**src/rtl/coin_payer.sv**
```systemverilog
// Customer-side coin driver: latches a purse, picks a 15-cent payment plan,
// feeds coins to the vendor one per clock and records the vendor's response.
module coin_payer #(
    parameter int CNT_W   = 4,
    parameter int TIMEOUT = 4
) (
    input  logic             clock,
    input  logic             reset,
    input  logic             start,
    input  logic [CNT_W-1:0] nickels_in,
    input  logic [CNT_W-1:0] dimes_in,
    input  logic             newspaper,
    input  logic             change,
    output logic [1:0]       coin,
    output logic             busy,
    output logic             done,
    output logic             got_paper,
    output logic             got_change,
    output logic             error,
    output logic [CNT_W-1:0] nickels_left,
    output logic [CNT_W-1:0] dimes_left
);

    // Handshake: start is a one-cycle request honoured only in IDLE; done is a
    // one-cycle pulse that closes every accepted request, success or error.
    localparam int TW = (TIMEOUT < 2) ? 1 : $clog2(TIMEOUT);

    localparam logic [1:0] COIN_NONE   = 2'b00;
    localparam logic [1:0] COIN_NICKEL = 2'b01;
    localparam logic [1:0] COIN_DIME   = 2'b10;

    typedef enum logic [2:0] {
        S_IDLE,
        S_PLAN,
        S_PAY,
        S_WAIT,
        S_DONE
    } state_e;

    typedef enum logic [1:0] {
        P_NONE,
        P_DN,
        P_NNN,
        P_DD
    } plan_e;

    state_e           state_q;
    plan_e            plan_q;
    logic [1:0]       idx_q;
    logic [4:0]       paid_q;
    logic [TW-1:0]    timer_q;
    logic [1:0]       coin_q;
    logic             busy_q;
    logic             done_q;
    logic             got_paper_q;
    logic             got_change_q;
    logic             error_q;
    logic [CNT_W-1:0] nickels_q;
    logic [CNT_W-1:0] dimes_q;

    plan_e      plan_sel;
    plan_e      plan_use;
    logic [1:0] idx_use;
    logic [1:0] next_coin;
    logic [1:0] plan_len;
    logic       is_dime;
    logic       last_coin;
    logic [4:0] coin_val;

    // Plan priority favours exact payment; two dimes is the only overpay.
    always_comb begin
        plan_sel = P_NONE;
        if (dimes_q != '0 && nickels_q != '0) begin
            plan_sel = P_DN;
        end else if (int'(nickels_q) >= 3) begin
            plan_sel = P_NNN;
        end else if (int'(dimes_q) >= 2) begin
            plan_sel = P_DD;
        end
    end

    // PLAN issues the first coin of the freshly chosen plan, PAY the rest.
    always_comb begin
        plan_use = (state_q == S_PLAN) ? plan_sel : plan_q;
        idx_use  = (state_q == S_PLAN) ? 2'd0 : idx_q;
        case (plan_use)
            P_DN:    next_coin = (idx_use == 2'd0) ? COIN_DIME : COIN_NICKEL;
            P_NNN:   next_coin = COIN_NICKEL;
            P_DD:    next_coin = COIN_DIME;
            default: next_coin = COIN_NONE;
        endcase
        case (plan_q)
            P_NNN:      plan_len = 2'd3;
            P_DN, P_DD: plan_len = 2'd2;
            default:    plan_len = 2'd0;
        endcase
        last_coin = (idx_q == plan_len);
        is_dime   = (next_coin == COIN_DIME);
        coin_val  = is_dime ? 5'd10 : 5'd5;
    end

    always_ff @(posedge clock or posedge reset) begin
        if (reset) begin
            state_q      <= S_IDLE;
            plan_q       <= P_NONE;
            idx_q        <= 2'd0;
            paid_q       <= 5'd0;
            timer_q      <= '0;
            coin_q       <= COIN_NONE;
            busy_q       <= 1'b0;
            done_q       <= 1'b0;
            got_paper_q  <= 1'b0;
            got_change_q <= 1'b0;
            error_q      <= 1'b0;
            nickels_q    <= '0;
            dimes_q      <= '0;
        end else begin
            case (state_q)
                S_IDLE: begin
                    coin_q <= COIN_NONE;
                    if (start) begin
                        nickels_q    <= nickels_in;
                        dimes_q      <= dimes_in;
                        got_paper_q  <= 1'b0;
                        got_change_q <= 1'b0;
                        error_q      <= 1'b0;
                        paid_q       <= 5'd0;
                        busy_q       <= 1'b1;
                        state_q      <= S_PLAN;
                    end
                end

                S_PLAN: begin
                    if (plan_sel == P_NONE) begin
                        error_q <= 1'b1;
                        done_q  <= 1'b1;
                        coin_q  <= COIN_NONE;
                        state_q <= S_DONE;
                    end else begin
                        plan_q <= plan_sel;
                        idx_q  <= 2'd1;
                        coin_q <= next_coin;
                        paid_q <= paid_q + coin_val;
                        if (is_dime) begin
                            dimes_q <= dimes_q - CNT_W'(1);
                        end else begin
                            nickels_q <= nickels_q - CNT_W'(1);
                        end
                        state_q <= S_PAY;
                    end
                end

                S_PAY: begin
                    if (newspaper) begin
                        // Paper before full payment means the vendor is out of step.
                        error_q <= 1'b1;
                        done_q  <= 1'b1;
                        coin_q  <= COIN_NONE;
                        state_q <= S_DONE;
                    end else if (last_coin) begin
                        coin_q  <= COIN_NONE;
                        timer_q <= '0;
                        state_q <= S_WAIT;
                    end else begin
                        idx_q  <= idx_q + 2'd1;
                        coin_q <= next_coin;
                        paid_q <= paid_q + coin_val;
                        if (is_dime) begin
                            dimes_q <= dimes_q - CNT_W'(1);
                        end else begin
                            nickels_q <= nickels_q - CNT_W'(1);
                        end
                    end
                end

                S_WAIT: begin
                    coin_q <= COIN_NONE;
                    if (newspaper) begin
                        got_paper_q  <= 1'b1;
                        got_change_q <= change;
                        error_q      <= (change != (paid_q == 5'd20));
                        done_q       <= 1'b1;
                        state_q      <= S_DONE;
                    end else if (timer_q == TW'(TIMEOUT - 1)) begin
                        error_q <= 1'b1;
                        done_q  <= 1'b1;
                        state_q <= S_DONE;
                    end else begin
                        timer_q <= timer_q + TW'(1);
                    end
                end

                S_DONE: begin
                    coin_q  <= COIN_NONE;
                    done_q  <= 1'b0;
                    busy_q  <= 1'b0;
                    state_q <= S_IDLE;
                end

                default: begin
                    coin_q  <= COIN_NONE;
                    done_q  <= 1'b0;
                    busy_q  <= 1'b0;
                    state_q <= S_IDLE;
                end
            endcase
        end
    end

    assign coin         = coin_q;
    assign busy         = busy_q;
    assign done         = done_q;
    assign got_paper    = got_paper_q;
    assign got_change   = got_change_q;
    assign error        = error_q;
    assign nickels_left = nickels_q;
    assign dimes_left   = dimes_q;

endmodule

```
**config.mk**
```make
export PLATFORM = sky130hd
export DESIGN_NAME = coin_payer
export DESIGN_NICKNAME = d
export VERILOG_FILES = /design/src/rtl/coin_payer.sv
export SDC_FILE = /design/constraint.sdc
export NUM_CORES = 1
export LEC_CHECK = 0
export BUFFER_PORTS_ARGS = -buffer_cell sky130_fd_sc_hd__buf_2
export CORE_MARGIN = 3
export CORE_UTILIZATION = 53
export DETAILED_ROUTE_END_ITERATION = 8
export GPL_ROUTABILITY_DRIVEN = 0
export PLACE_DENSITY = 0.79
export SETUP_SLACK_MARGIN = 0.2
export SYNTH_ARGS = -nofsm -noshare
export SYNTH_HDL_FRONTEND = slang
export SYNTH_SLANG_ARGS = --single-unit
```
**constraint.sdc**
```tcl
create_clock -name clock -period 3 [get_ports clock]
set_input_delay 0.6 -clock clock [delete_from_list [all_inputs] [get_ports clock]]
set_output_delay 0.6 -clock clock [all_outputs]
set_load 0.03 [all_outputs]
```
==> out/results.txt <==
Worst Clk Skew = 0.01153 ns
WL final = 3.875 mm
Clock power share = 0.104
Share of cells above drive strength 1 = 0.3529
Total internal power = 1.431 mW
Worst slew margin = 0.4590
RSZ-0062 raised after global routing = no
TNS Setup = 0 ns
Initial Utilization = 0.5730
Input/output buffers = 27
Worst path buffer plus inverter count = 1
Drc violations = 0
Final net count = 226
Unique cell type count in the Yosys netlist = 54
Initial DRT Pass Iterations = 4
Area grow syn2layout = 17.45%
Measured slew at the worst slew-check pin = 0.8085 ns
H-Tree Depth = 2
Die span in x = 64.39 um
Combinational share of power = 0.605
Hold WC Path Type = input port to async pin
Arr. time, crit path = 2.87 ns
Number of synthesized flops with an enable pin = 0
CP top delay family = adder cells
Power density over the cells = 1269 nW/um^2
Switching share of power = 0.4689
Antenna Nets Post-Route = 0
Clock latency on the worst-skew pair = 0.34 ns
Most frequent cells in the layout = buf_2 (27), dfrtp_1 (25), nand2_1 (11), nor2_1 (10)
Synth Cell Area = 1807 um^2
Initial antenna violation count = 0
Largest net degree at the start of global routing = 21
Crit path time final = 2.650 ns
Commonest non-fill, non-tap cell in the layout = buf_2
Crit. End Element = flip-flop
Average size of a mapped cell = 10.82 um^2
Cells after synthesis = 167
Antenna Cells = 0
Core ar. = 3153 um^2
Worst-path clk slew = 0.10 ns
Clock tree buffer depth = 2
Critical path cell sequence = buf_4 -> ha_1 -> nor3_4 -> nand2b_1 -> a31o_4 -> ha_1 -> fa_2 -> a21o_1 -> a21oi_1 -> or4_1 -> nand2_1
Sw power = 1.263 mW
First-pass GRT wire length = 6.934 mm
CTS tree = yes
Ys async rst share = 1.000
WP data required = 3.22 ns
Dpl hpwl = 2.857 mm
FP Rows = 20
Leak pwr = 1.023 nW
I/O pin count = 28
YS warnings = 0
Crit share post-route = 0.8832
Fin. Hold Viols = 0
CTS buffer count = 5
Fmax = 377.4 MHz
Largest stage delay, worst path = 0.43 ns
WS Path Type = flip-flop to flip-flop
GR Util All Layers = 0.2176
Grt ovf = 0
Chip height = 64.39 um
Clock root buffer = clkbuf_4
Crit path max fanout = 6
Finished Core Util = 0.6730
Vias = 1,471
Vias in the first global route = 1,568
Outcome = completed
Syn_nets = 190
CP startpoint kind = flip-flop
Seq pwr share = 0.291
Wire per inst = 15.63 um
# Max-Cap Violations = 0
Synthesized flop and latch total = 29
DRT iter0 DRCs = 74
Final Slew Violations = 0
Critical-path top delay cell = dfrtp_2
Sequential share of the synthesized area = 0.4017
Vias per cell = 5.931
Crit-path most repeated cell = ha_1
Die ar. = 4145 um^2
CTS Sinks = 29
Final setup vio count = 0
Synth Flop Type = dfrtp_1
VDD IR max = 0.6246 mV
-- cells by family (layout without fill, tap and decap cells) --
| group | Yosys count | in the layout | share of synthesized area |
|---|---|---|---|
| compound gates | 46 | 46 | 0.2008 |
| xor+xnor | 8 | 8 | 0.03878 |
| fa+ha+maj | 10 | 10 | 0.07341 |
| buf+inv | 13 | 50 | 0.03463 |
| flops | 29 | 29 | 0.4017 |
| mux | 7 | 7 | 0.04986 |
| simple gates | 54 | 54 | 0.2008 |
-- metrics by stage --
step	hold slack (ns)	instances	cell area [um^2]	setup slack, ns	power (mW)
after detailed placement	0.4629	237	1999	0.1659	2.340
after global routing	0.4442	248	2122	0.2405	2.911
after floorplan	0.4771	167	1812	0.2357	1.995
after CTS	0.4045	247	2090	0.2087	2.655
after global placement	0.4546	237	1999	0.2962	2.258
final	0.3797	248	2122	0.3504	2.694
-- layout make-up --
type / count / area (um^2)
multi-input cells: 125 / 1049
fillers: 264 / 1031
flip-flops and latches: 29 / 730.7
repair buffers: 34 / 187.7
clock buffers: 7 / 65.06
well taps: 44 / 55.05
inverters: 8 / 30.03
clock inverters: 1 / 5.005
-- synth_stat cells (2+ instances only) --
library cell	number	area, um^2
a22o_1	5	43.79
mux2_2	4	45.04
a21o_1	6	45.04
a211o_1	2	17.52
nor4b_1	2	17.52
nand3_1	2	10.01
o31ai_1	2	15.01
xor2_1	2	17.52
xnor2_1	6	52.55
nand2_1	11	41.29
buf_2	2	10.01
o211ai_1	2	15.01
dfrtp_1	29	725.7
inv_1	8	30.03
nor4_4	2	42.54
mux2_4	3	45.04
nor3b_1	2	15.01
o21ai_0	9	45.04
a21oi_1	6	30.03
nand4_1	2	12.51
o22a_1	2	17.52
nand2b_1	2	12.51
ha_1	9	112.6
nor3_1	6	30.03
or2_2	2	12.51
nor2_1	10	37.54
and3_1	2	12.51
-- state kept, by name, indices dropped and copies added (netlist names) --
| register | cells |
|---|---|
| paid_q | 5 |
| dimes_left | 4 |
| nickels_left | 4 |
| state_q | 3 |
| coin | 2 |
| idx_q | 2 |
| plan_q | 2 |
| timer_q | 2 |
| busy | 1 |
| done | 1 |
| error | 1 |
| got_change | 1 |
| got_paper | 1 |
-- worst paths after layout --
check	cells past startpoint	to	slack, ns	from
max	11	paid_q[4]	0.35	nickels_left[0]
min	2	plan_q[1]	0.38	reset
max reg2reg	11	paid_q[4]	0.35	nickels_left[0]
min reg2reg	2	got_paper	0.49	got_paper
max in group asynchronous	3	state_q[2]	1.99	reset
min in group clock	2	got_paper	0.49	got_paper
-- repair_timing --
action / in CTS / in global routing
hold endpoints to repair: 0 / 0
setup endpoints to repair: 1 / 2
buffers inserted: 2 / 1
pin swaps: 0 / 0
resized for setup: 1 / 5
hold buffers: 0 / 0
-- power groups by stage --
stage	clock [mW]	sequential, mW	combinational [mW]
after floorplan	0	0.930	1.06
after global placement	0	0.775	1.48
after detailed placement	0	0.790	1.55
after CTS	0.285	0.779	1.59
after global routing	0.302	0.813	1.80
final	0.280	0.784	1.63
-- per-layer routing --
metal,track usage,vias to the layer above,share of wire
li1,-,695,-
met1,0.2478,731,0.43
met2,0.3802,40,0.52
met3,0.04745,5,0.039
met4,0.1108,0,0.014
met5,0,-,0
Power figures use the tool's default switching activity.
